### config.mk
export PLATFORM = sky130hd
export DESIGN_NAME = sonar_mmio_bridge_flat
export DESIGN_NICKNAME = d
export VERILOG_FILES = /design/src/rtl/sonar_mmio_bridge_pkg.sv /design/src/rtl/sonar_mmio_bridge_if.sv /design/src/rtl/sonar_mmio_bridge_channel.sv /design/src/rtl/sonar_mmio_bridge.sv /design/src/flat_wrapper.sv
export SDC_FILE = /design/constraint.sdc
export NUM_CORES = 1
export LEC_CHECK = 0
export CAP_MARGIN = 20
export CORE_MARGIN = 3
export CORE_UTILIZATION = 45
export DETAILED_ROUTE_END_ITERATION = 10
export PLACE_DENSITY_LB_ADDON = 0.08
export SLEW_MARGIN = 15
export SYNTH_ARGS = -nofsm -noshare
export SYNTH_HDL_FRONTEND = slang
export SYNTH_SLANG_ARGS = --single-unit
export TNS_END_PERCENT = 50
### constraint.sdc
create_clock -name clock -period 2.26 [get_ports clock]
set_clock_uncertainty 0.15 [all_clocks]
set_input_delay 0.226 -clock clock [delete_from_list [all_inputs] [get_ports clock]]
set_output_delay 0.226 -clock clock [all_outputs]
set_load 0.02 [all_outputs]
### src/rtl/sonar_mmio_bridge_pkg.sv
// Shared definitions for the sonar MMIO bridge: register offsets, channel
// state encoding and the read-select encoding of the bridge pipeline.
package sonar_mmio_pkg;

    localparam logic [11:0] OFF_LED         = 12'h000;
    localparam logic [11:0] OFF_STATUS      = 12'h001;
    localparam logic [11:0] OFF_TRIGGER     = 12'h002;
    localparam logic [11:0] OFF_RESULT_BASE = 12'h010;

    typedef enum logic [1:0] {
        IDLE,
        TRIG,
        WAIT,
        MEAS
    } ch_state_t;

    // Which source drives q_dmem in the cycle after the address was presented.
    typedef enum logic [1:0] {
        SEL_NONE,
        SEL_RAM,
        SEL_MMIO
    } rd_sel_t;

    function automatic int max_int(input int a, input int b);
        return (a > b) ? a : b;
    endfunction

endpackage

### src/rtl/sonar_mmio_bridge_if.sv
// Processor data-memory port as seen by the bridge: word address, write
// data, write enable and the 1-cycle-latency read data.
interface sonar_mmio_bridge_if;

    logic [31:0] address_dmem;
    logic [31:0] data;
    logic        wren;
    logic [31:0] q_dmem;

    modport master (
        output address_dmem,
        output data,
        output wren,
        input  q_dmem
    );

    modport slave (
        input  address_dmem,
        input  data,
        input  wren,
        output q_dmem
    );

endinterface

### src/rtl/sonar_mmio_bridge_channel.sv
// One ultrasonic ranging channel: echo synchroniser, trigger/measure FSM,
// width counter, latched result and its valid flag.
module sonar_channel
    import sonar_mmio_pkg::*;
#(
    parameter int CNT_W       = 24,
    parameter int TRIG_CYCLES = 1000,
    parameter int TIMEOUT     = 2_000_000
) (
    input  logic             clock,
    input  logic             reset,
    input  logic             start,
    input  logic             rd_clr,
    input  logic             echo,
    output logic             trig,
    output logic             busy,
    output logic             valid,
    output logic [CNT_W-1:0] result
);

    // Counter must hold the timeout, the trigger length and the saturated width.
    localparam int CW = max_int(CNT_W,
                                max_int($clog2(TIMEOUT + 1), $clog2(TRIG_CYCLES + 1)));

    localparam logic [CW-1:0] TRIG_LAST = CW'(TRIG_CYCLES - 1);
    localparam logic [CW-1:0] WAIT_LAST = CW'(TIMEOUT - 1);
    localparam logic [CW-1:0] CNT_MAX   = CW'({CNT_W{1'b1}});

    ch_state_t     state;
    logic [CW-1:0] cnt;
    logic [1:0]    sync;
    logic          echo_s;

    assign echo_s = sync[1];
    assign busy   = (state != IDLE);

    // Echo synchroniser, channel FSM, counter, result and valid in one process.
    always_ff @(posedge clock) begin
        if (reset) begin
            sync   <= '0;
            state  <= IDLE;
            cnt    <= '0;
            trig   <= 1'b0;
            result <= '0;
            valid  <= 1'b0;
        end else begin
            sync <= {sync[0], echo};

            // A completion assigned below overrides this clear in the same cycle.
            if (rd_clr) begin
                valid <= 1'b0;
            end

            case (state)
                IDLE: begin
                    trig <= 1'b0;
                    if (start) begin
                        cnt   <= '0;
                        trig  <= 1'b1;
                        state <= TRIG;
                    end
                end
                TRIG: begin
                    if (cnt == TRIG_LAST) begin
                        cnt   <= '0;
                        trig  <= 1'b0;
                        state <= WAIT;
                    end else begin
                        cnt <= cnt + 1'b1;
                    end
                end
                WAIT: begin
                    trig <= 1'b0;
                    if (echo_s) begin
                        cnt   <= CW'(1);
                        state <= MEAS;
                    end else if (cnt == WAIT_LAST) begin
                        result <= '1;
                        valid  <= 1'b1;
                        state  <= IDLE;
                    end else begin
                        cnt <= cnt + 1'b1;
                    end
                end
                MEAS: begin
                    trig <= 1'b0;
                    if (!echo_s) begin
                        result <= cnt[CNT_W-1:0];
                        valid  <= 1'b1;
                        state  <= IDLE;
                    end else if (cnt == CNT_MAX) begin
                        result <= '1;
                        valid  <= 1'b1;
                        state  <= IDLE;
                    end else begin
                        cnt <= cnt + 1'b1;
                    end
                end
                default: begin
                    trig  <= 1'b0;
                    state <= IDLE;
                end
            endcase
        end
    end

endmodule

### src/rtl/sonar_mmio_bridge.sv
// Data-memory bridge: routes processor accesses either to the data RAM or
// to a single MMIO page holding the LED register and the sonar channels.
module sonar_mmio_bridge
    import sonar_mmio_pkg::*;
#(
    parameter int          NUM_CH      = 2,
    parameter int          LED_W       = 16,
    parameter int          CNT_W       = 24,
    parameter int          TRIG_CYCLES = 1000,
    parameter int          TIMEOUT     = 2_000_000,
    parameter logic [19:0] MMIO_PAGE   = 20'h00001
) (
    input  logic                 clock,
    input  logic                 reset,
    sonar_mmio_bridge_if.slave   dmem,
    output logic [11:0]          ram_addr,
    output logic                 ram_wEn,
    output logic [31:0]          ram_dataIn,
    input  logic [31:0]          ram_dataOut,
    output logic [NUM_CH-1:0]    trig,
    input  logic [NUM_CH-1:0]    echo,
    output logic [LED_W-1:0]     led
);

    logic              mmio;
    logic [11:0]       off;
    logic [NUM_CH-1:0] start;
    logic [NUM_CH-1:0] rd_clr;
    logic [NUM_CH-1:0] valid;
    logic [NUM_CH-1:0] busy;
    logic [CNT_W-1:0]  result [NUM_CH];
    logic [31:0]       rdata;
    logic [31:0]       rdata_q;
    rd_sel_t           sel;

    assign mmio       = (dmem.address_dmem[31:12] == MMIO_PAGE);
    assign off        = dmem.address_dmem[11:0];
    assign ram_addr   = off;
    assign ram_wEn    = dmem.wren & ~mmio;
    assign ram_dataIn = dmem.data;

    // Trigger register write fans out one start request per channel.
    always_comb begin
        start = '0;
        if (mmio && dmem.wren && (off == OFF_TRIGGER)) begin
            start = dmem.data[NUM_CH-1:0];
        end
    end

    // MMIO read mux and the result-read strobes that clear valid.
    always_comb begin
        rdata  = '0;
        rd_clr = '0;
        if (off == OFF_LED) begin
            rdata = 32'(led);
        end else if (off == OFF_STATUS) begin
            rdata = {16'(busy), 16'(valid)};
        end
        for (int unsigned i = 0; i < NUM_CH; i++) begin
            if (off == (OFF_RESULT_BASE + 12'(i))) begin
                rdata     = 32'(result[i]);
                rd_clr[i] = mmio & ~dmem.wren;
            end
        end
    end

    for (genvar g = 0; g < NUM_CH; g++) begin : g_ch
        sonar_channel #(
            .CNT_W       (CNT_W),
            .TRIG_CYCLES (TRIG_CYCLES),
            .TIMEOUT     (TIMEOUT)
        ) u_ch (
            .clock  (clock),
            .reset  (reset),
            .start  (start[g]),
            .rd_clr (rd_clr[g]),
            .echo   (echo[g]),
            .trig   (trig[g]),
            .busy   (busy[g]),
            .valid  (valid[g]),
            .result (result[g])
        );
    end

    // LED register.
    always_ff @(posedge clock) begin
        if (reset) begin
            led <= '0;
        end else if (mmio && dmem.wren && (off == OFF_LED)) begin
            led <= dmem.data[LED_W-1:0];
        end
    end

    // Read pipeline: registered source select and MMIO read data.
    always_ff @(posedge clock) begin
        if (reset) begin
            sel     <= SEL_NONE;
            rdata_q <= '0;
        end else begin
            sel     <= mmio ? SEL_MMIO : SEL_RAM;
            rdata_q <= rdata;
        end
    end

    // Return path: RAM data already carries its own 1-cycle latency.
    always_comb begin
        case (sel)
            SEL_MMIO: dmem.q_dmem = rdata_q;
            SEL_RAM:  dmem.q_dmem = ram_dataOut;
            default:  dmem.q_dmem = '0;
        endcase
    end

endmodule

### src/flat_wrapper.sv
// flat-port wrapper written by rule: the top's interface ports become plain ports
module sonar_mmio_bridge_flat import sonar_mmio_pkg::*;
#(
    parameter int          NUM_CH      = 2,
    parameter int          LED_W       = 16,
    parameter int          CNT_W       = 24,
    parameter int          TRIG_CYCLES = 1000,
    parameter int          TIMEOUT     = 2_000_000,
    parameter logic [19:0] MMIO_PAGE   = 20'h00001
)
  (clock, reset, ram_addr, ram_wEn, ram_dataIn, ram_dataOut, trig, echo, led, dmem_address_dmem, dmem_data, dmem_wren, dmem_q_dmem);
  sonar_mmio_bridge_if dmem_i ();
  input  logic clock;
  input  logic reset;
  output logic [11:0] ram_addr;
  output logic ram_wEn;
  output logic [31:0] ram_dataIn;
  input  logic [31:0] ram_dataOut;
  output logic [NUM_CH-1:0] trig;
  input  logic [NUM_CH-1:0] echo;
  output logic [LED_W-1:0] led;
  input wire logic [$bits(dmem_i.address_dmem)-1:0] dmem_address_dmem;
  input wire logic [$bits(dmem_i.data)-1:0] dmem_data;
  input wire logic [$bits(dmem_i.wren)-1:0] dmem_wren;
  output wire logic [$bits(dmem_i.q_dmem)-1:0] dmem_q_dmem;
  assign dmem_i.address_dmem = dmem_address_dmem;
  assign dmem_i.data = dmem_data;
  assign dmem_i.wren = dmem_wren;
  assign dmem_q_dmem = dmem_i.q_dmem;
  sonar_mmio_bridge #(.NUM_CH(NUM_CH), .LED_W(LED_W), .CNT_W(CNT_W), .TRIG_CYCLES(TRIG_CYCLES), .TIMEOUT(TIMEOUT), .MMIO_PAGE(MMIO_PAGE)) u_core (.clock(clock), .reset(reset), .dmem(dmem_i), .ram_addr(ram_addr), .ram_wEn(ram_wEn), .ram_dataIn(ram_dataIn), .ram_dataOut(ram_dataOut), .trig(trig), .echo(echo), .led(led));
endmodule
==> results.py, run 1 <==
metrics = {
    "status": {
        "status": "complete, but fails checks",
        "violations": "negative setup slack",
    },
    "clock_tree": {
        "cts_buffer_depth": 2,
        "cts-root-buf": "clkbuf_16",
        "path_clk_slew_ps": 60,
        "numClockSinks": 150,
        "cts-hold-fix-buffers": 0,
        "cts_tree": "built",
        "clkLatencyLatePin_ps": 430,
        "cts_max_level": 4,
        "cts_buffers": 17,
    },
    "floorplan": {
        "die_w_um": 136,
        "die_y_um": 136,
        "die_area_um2": 18600,
        "start_util_pct": 47.0,
        "ios": 196,
        "rows": 46,
        "coreArea_um2": 16200,
    },
    "sta": {
        "rsz0062_at_grt": "true",
        "finalSetupViolations": 49,
        "hold_violations": 0,
        "timing.final.crit_share_pct": 112,
        "worstMarginPinSlew_ps": 1140,
        "timing.final.ws_setup_ps": -266,
        "slew_headroom_pct": 23.7,
        "fmax_mhz": 396,
        "maxSlewViolCount": 0,
        "layout_min_cycle_time_ps": 2530,
    },
    "global_route": {
        "grt_first_pass_wirelength_mm": 41.4,
        "use_met2_pct": 46.9,
        "grt_usage_pct": 28.6,
        "antenna_found_initial": 1,
        "met1_usage_pct": 37.7,
        "use_met3_pct": 5.55,
        "grt_max_degree": 47,
        "grt.busiest_layer": "met2",
        "grt_pass1_vias": 7676,
        "gr-total-overflow": 0,
    },
    "detailed_routing": {
        "drt_pass1_iterations": 5,
        "detail_route.vias_per_cell": 5.70,
        "drt_wl_total_mm": 27.3,
        "drtAntennaViolNets": 0,
        "wl_per_cell_um": 19.0,
        "drc_errors": 0,
        "drtIter0Drc": 775,
        "vias": 8171,
    },
    "yosys": {
        "synth_xor_area_share_pct": 0,
        "ys_ff_latch": 150,
        "synth_top_area_share_pct": 39.3,
        "syn_area_um2": 7630,
        "synth_top_family_by_area": "simple AND/OR/NAND/NOR gates",
        "synth_top_flop_cell": "dfxtp_1",
        "avgSynthCellArea_um2": 7.88,
        "yosysUniqueCellTypes": 61,
        "synthMuxAreaShare_pct": 2.95,
        "yosys-top-cells-area": "dfxtp_1 39%, nor2_1 8.7%, buf_4 4.5%",
        "synthSimpleGateAreaFrac_pct": 28.9,
        "async_flop_share_pct": 0,
        "synthAdderAreaFrac_pct": 0.656,
        "ys.warnings.count": 0,
        "netlist.top_cell.by_area": "dfxtp_1",
        "synth_fp_nets": 1074,
        "synth-edff-count": 0,
        "synth_compound_area_share_pct": 18.7,
        "netlist_instances": 969,
        "ys_seq_area_share_pct": 39.3,
    },
    "setup_path": {
        "critical_path_class": "reg2reg",
        "path_max_fanout": 5,
        "critPathCaptureType": "register",
        "crit_required_ps": 2430,
        "reg2reg_slack_ps": -270,
        "start_kind": "register",
        "arrival_ps": 2700,
    },
    "final_layout": {
        "final_net_count": 1308,
        "area_growth_pct": 49.9,
        "final_layout_size_suffix_gt1_share_pct": 29.4,
        "utilization_pct": 70.5,
    },
    "place": {
        "io_buffers": 163,
        "place_congestion": 0.909,
        "dp_hpwl_mm": 19.2,
    },
    "power_and_ir_drop": {
        "leakagePower_nw": 4.45,
        "total_power_mw": 6.13,
        "vdd_drop_max_mv": 0.473,
        "cellPowerDensity_nw_per_um2": 535,
    },
    "hold_path": {
        "hp-class": "in2reg",
    },
    "flow_run": {
        "cap_violations": 0,
    },
}
==> registers in the layout, indices dropped and copies added (netlist names) <==
name	cells
u_core.g_ch.u_ch.result	48
u_core.g_ch.u_ch.state	4
u_core.g_ch.u_ch.cnt	48
u_core.rdata_q	24
u_core.sel	2
u_core.g_ch.u_ch.sync	4
u_core.led	16
u_core.g_ch.u_ch.valid	2
u_core.g_ch.u_ch.trig	2
==> layout by cell type (no fill, tap or decap), drive strengths merged, types with 7 or more instances in the layout <==
master / n
nor2: 178
buf: 177
dfxtp: 150
clkdlybuf4s50: 123
nand2: 85
nor3: 67
a21oi: 47
a22oi: 45
dlygate4sd2: 32
nand3: 25
clkbuf: 22
o21ai: 21
a31oi: 20
mux2: 16
or4: 16
nor4: 14
nor2b: 13
a311oi: 13
and3: 12
and2: 11
inv: 11
o31ai: 11
nand4: 10
a22o: 10
a211oi: 10
and4: 8
a41oi: 7
==> routing by layer <==
layer / up-vias / wire, um
met4: 0 / 525
met1: 3884 / 11500
met2: 345 / 13200
met3: 33 / 2080
li1: 3909 / -
met5: - / 0
==> where the power goes <==
part / leakage [nW] / switching [mW] / internal, mW
Clock: 0.305 / 1.14 / 1.85
Combinational: 2.92 / 0.236 / 0.250
Sequential: 1.22 / 0.00342 / 2.64
Total: 4.45 / 1.38 / 4.75
==> synth_stat cells, types with 3 or more instances <==
| library cell | count |
|---|---|
| buf_4 | 46 |
| or2_2 | 5 |
| nor4_1 | 12 |
| a22oi_1 | 45 |
| ha_1 | 4 |
| and2_1 | 11 |
| and3_1 | 11 |
| nand4_1 | 10 |
| dfxtp_1 | 150 |
| a41oi_1 | 7 |
| a311oi_1 | 13 |
| nor3_2 | 3 |
| a21oi_1 | 47 |
| or4_1 | 14 |
| a21o_1 | 5 |
| inv_1 | 10 |
| nand2_1 | 85 |
| a211oi_1 | 10 |
| and4_1 | 8 |
| buf_2 | 8 |
| mux2_2 | 16 |
| a22o_1 | 10 |
| buf_1 | 3 |
| or3_1 | 5 |
| a31oi_1 | 20 |
| clkbuf_1 | 60 |
| nor3_1 | 64 |
| nand3_1 | 25 |
| nor2_1 | 176 |
| o21ai_0 | 20 |
| o22ai_1 | 5 |
| o31ai_1 | 11 |
| nor2b_1 | 13 |
==> critical path, stage by stage, from the launching register on <==
cell	delay, ps
dfxtp_2	370
nand3_2	90
or4_4	550
o41ai_4	380
buf_4	180
and3_4	230
buf_12	120
buf_12	100
nor2_4	50
a22o_1	200
==> timing repair <==
| action | 4_1_cts | 5_1_grt |
|---|---|---|
| endpoints found under the setup margin | 149 | 114 |
| gates cloned | 4 | 1 |
| resized for setup | 146 | 55 |
| pin swaps | 53 | 27 |
| buffers inserted | 18 | 9 |
==> logic make-up (layout without fill, tap and decap cells) <==
logic type / count (synthesis) / in the layout
adder cells (fa/ha/maj): 4 / 4
AO/OA/AOI/OAI: 207 / 207
flip-flops: 150 / 150
AND/OR/NAND/NOR: 458 / 459
buffers and inverters: 132 / 378
other: 0 / 1
multiplexers: 18 / 18
==> area by class of cell <==
type | instances | area [um2]
Antenna cell | 1 | 2.50
Clock buffer | 21 | 480
Clock inverter | 11 | 146
Fill cell | 1311 | 4790
Inverter | 10 | 37.5
Multi-Input combinational cell | 688 | 4440
Sequential cell | 150 | 3030
Tap cell | 216 | 270
Timing Repair Buffer | 336 | 3040
==> stage by stage <==
stage / area [um2] / setup slack [ps] / hold WS (ps) / instances / setup TNS (ps)
global route: 11400 / -295 / 91.7 / 1433 / -11940
CTS: 11200 / -183 / 69.1 / 1424 / -4620
detailed placement: 10000 / -730 / 278 / 1370 / -59810
global placement: 10000 / -708 / 267 / 1370 / -56620
finish: 11400 / -266 / 88.4 / 1433 / -9400
floorplan: 7680 / -76.5 / 204 / 969 / -1800
==> worst paths after layout <==
check,from,endpoint,cells after the start
max,u_core.g_ch[0].u_ch.cnt[12]$_SDFFE_PP0P_,u_core.g_ch[0].u_ch.cnt[6]$_SDFFE_PP0P_,9
min,reset,u_core.led[5]$_SDFFE_PP0P_,2
max reg2reg,u_core.g_ch[0].u_ch.cnt[12]$_SDFFE_PP0P_,u_core.g_ch[0].u_ch.cnt[6]$_SDFFE_PP0P_,9
min reg2reg,u_core.g_ch[0].u_ch.sync[0]$_SDFF_PP0_,u_core.g_ch[0].u_ch.sync[1]$_SDFF_PP0_,1
(Power assumes the default switching activity.)
==> run 2, diff against run 1 <==
--- a/config.mk
+++ b/config.mk
@@ -8,8 +8,9 @@
 export CAP_MARGIN = 20
 export CORE_MARGIN = 3
 export CORE_UTILIZATION = 45
+export CTS_CLUSTER_SIZE = 8
 export DETAILED_ROUTE_END_ITERATION = 10
-export PLACE_DENSITY_LB_ADDON = 0.08
+export PLACE_DENSITY = 0.75
 export SLEW_MARGIN = 15
 export SYNTH_ARGS = -nofsm -noshare
 export SYNTH_HDL_FRONTEND = slang
==> run 2 against run 1 <==
The flow still finishes with violations (negative setup slack); cell area increased by 1.7%; cell count decreased by 0.21%; wire length increased by 4.5%; critical path depth unchanged; die area unchanged; core utilization increased by 1.2 points; total power increased by 0.51%; clock power about the same; critical endpoint is now u_core.g_ch[0].u_ch.cnt[16]$_SDFFE_PP0P_.
==> results.py, run 2 (synthesis gave the netlist of run 1 again) <==
metrics = {
    "final_layout": {
        "utilization_pct": 71.7,
        "layout_commonest_cell": "nor2_1",
        "area_growth_pct": 52.4,
        "regArea_um2": 3020,
        "final_net_count": 1306,
        "antenna_cells": 0,
        "final_layout_size_suffix_gt1_share_pct": 29.7,
        "multi_input_area_um2": 4520,
        "nFillCells": 1168,
        "top_regs": "u_core.g_ch.u_ch.cnt: 48 flops, u_core.g_ch.u_ch.result: 48 flops, u_core.rdata_q: 24 flops",
        "final_cell_mix": "151 x nor2_1, 137 x dfxtp_1, 135 x buf_4",
    },
    "detailed_routing": {
        "wl_met3_mm": 2.46,
        "vias": 8445,
        "drt_pass1_iterations": 5,
        "dr_wl_met2_mm": 14.2,
        "drc_errors": 0,
        "drtAntennaViolNets": 0,
        "drtIter0Drc": 806,
        "wl_per_cell_um": 19.9,
        "highest_layer": "met4",
        "detail_route.vias_per_cell": 5.91,
        "drt_wl_total_mm": 28.5,
        "met1_length_mm": 10.7,
    },
    "setup_path": {
        "crit_required_ps": 2420,
        "critical_path.max_stage_delay_ps": 680,
        "start_kind": "register",
        "crit_slowest_cell": "or4b_2",
        "path_max_fanout": 5,
        "critPathCaptureType": "register",
        "crit_chain": "or4b_2 -> nor3_2 -> a41o_1 -> buf_4 -> and3_4 -> buf_6 -> buf_12 -> or4_4 -> a21oi_2",
        "critical_path_class": "reg2reg",
        "arrival_ps": 2710,
    },
    "place": {
        "io_buffers": 163,
        "place_congestion": 0.921,
        "dp_hpwl_mm": 18.8,
    },
    "sta": {
        "hold_violations": 0,
        "maxSlewViolCount": 0,
        "rsz0062_at_grt": "true",
        "layout_min_cycle_time_ps": 2560,
        "timing.final.ws_setup_ps": -298,
        "worstMarginPinSlew_ps": 808,
        "fmax_mhz": 391,
        "finalSetupViolations": 52,
        "timing.final.crit_share_pct": 113,
        "whs_ps": 102,
        "slew_headroom_pct": 45.8,
    },
    "floorplan": {
        "start_util_pct": 47.0,
        "ios": 196,
        "die_y_um": 136,
        "rows": 46,
        "die_w_um": 136,
        "die_area_um2": 18600,
        "coreArea_um2": 16200,
    },
    "clock_tree": {
        "numClockSinks": 150,
        "cts_tree": "built",
        "cts_buffer_depth": 2,
        "clkLatencyLatePin_ps": 440,
        "cts_max_level": 4,
        "cts-root-buf": "clkbuf_16",
        "path_clk_slew_ps": 70,
        "cts_buffers": 17,
    },
    "power_and_ir_drop": {
        "power_frac_seq_pct": 43.0,
        "leakagePower_nw": 4.52,
        "internal_power_mw": 4.62,
        "switching_share_pct": 25.0,
        "p_clk_share_pct": 48.8,
        "comb_power_share_pct": 8.2,
        "p_switching_mw": 1.54,
        "cellPowerDensity_nw_per_um2": 529,
        "vdd_drop_max_mv": 0.566,
    },
    "status": {
        "violations": "negative setup slack",
        "status": "complete, but fails checks",
    },
    "global_route": {
        "grt_first_pass_wirelength_mm": 41.3,
        "antenna_found_initial": 0,
        "grt_usage_pct": 28.6,
        "grt_pass1_vias": 7778,
        "gr-total-overflow": 0,
        "grt_max_degree": 48,
    },
    "flow_run": {
        "cap_violations": 0,
    },
    "hold_path": {
        "hp-class": "in2reg",
    },
}
==> run 2: layout make-up <==
type                            instances  area share (%)
Sequential cell                       150            25.9
Inverter                               10           0.323
Clock inverter                         14            1.54
Timing Repair Buffer                  334            27.3
Tap cell                              216            2.32
Multi-Input combinational cell        688            38.9
Clock buffer                           18            3.77
==> run 2: metrics by stage <==
| stage | area [um2] | power, mW | TNS, ps | std cells | setup slack [ps] |
|---|---|---|---|---|---|
| global route | 11600 | 6.31 | -15070 | 1430 | -364 |
| global placement | 9980 | 3.21 | -52050 | 1363 | -617 |
| CTS | 11100 | 6.14 | -9210 | 1415 | -249 |
| finish | 11600 | 6.16 | -10610 | 1430 | -298 |
| detailed placement | 9980 | 3.21 | -55970 | 1363 | -645 |
| floorplan | 7680 | 2.97 | -1800 | 969 | -76.5 |
==> run 2: repair_timing <==
| action | CTS | global route |
|---|---|---|
| pin swaps | 57 | 31 |
| endpoints found under the setup margin | 149 | 128 |
| hold buffers | 0 | 0 |
| hold endpoints to repair | 0 | 0 |
| resized for setup | 131 | 78 |
| buffers inserted | 18 | 10 |
| gates cloned | 4 | 5 |
==> run 2: worst max-delay path, delay by kind of cell (launching register included) <==
family / cells / cell delay (ps)
AND/OR/NAND/NOR: 4 / 1220
buffers and inverters: 3 / 460
flip-flops: 1 / 320
AO/OA/AOI/OAI: 2 / 280
==> run 2: per-layer routing <==
layer / up-vias / track usage, %
li1: 3909 / -
met1: 3969 / 34.7
met2: 472 / 49.4
met3: 95 / 5.40
met4: 0 / 12.3
met5: - / 0
==> run 2: power by group through the flow <==
stage	registers, mW	clock network (mW)	logic [mW]
after global placement	2.71	0	0.496
after global routing	2.65	3.13	0.532
after detailed placement	2.71	0	0.496
final	2.65	3.00	0.505
after CTS	2.65	3.00	0.494
after floorplan	2.71	0	0.261
==> run 2: final timing paths <==
check	start	end	slack, ps	depth (start not counted)
max	u_core.g_ch[0].u_ch.cnt[7]$_SDFFE_PP0P_	u_core.g_ch[0].u_ch.cnt[16]$_SDFFE_PP0P_	-300	9
min	reset	u_core.g_ch[0].u_ch.sync[1]$_SDFF_PP0_	100	2
min reg2reg	u_core.g_ch[0].u_ch.sync[0]$_SDFF_PP0_	u_core.g_ch[0].u_ch.sync[1]$_SDFF_PP0_	290	1
max reg2reg	u_core.g_ch[0].u_ch.cnt[7]$_SDFFE_PP0P_	u_core.g_ch[0].u_ch.cnt[16]$_SDFFE_PP0P_	-300	9
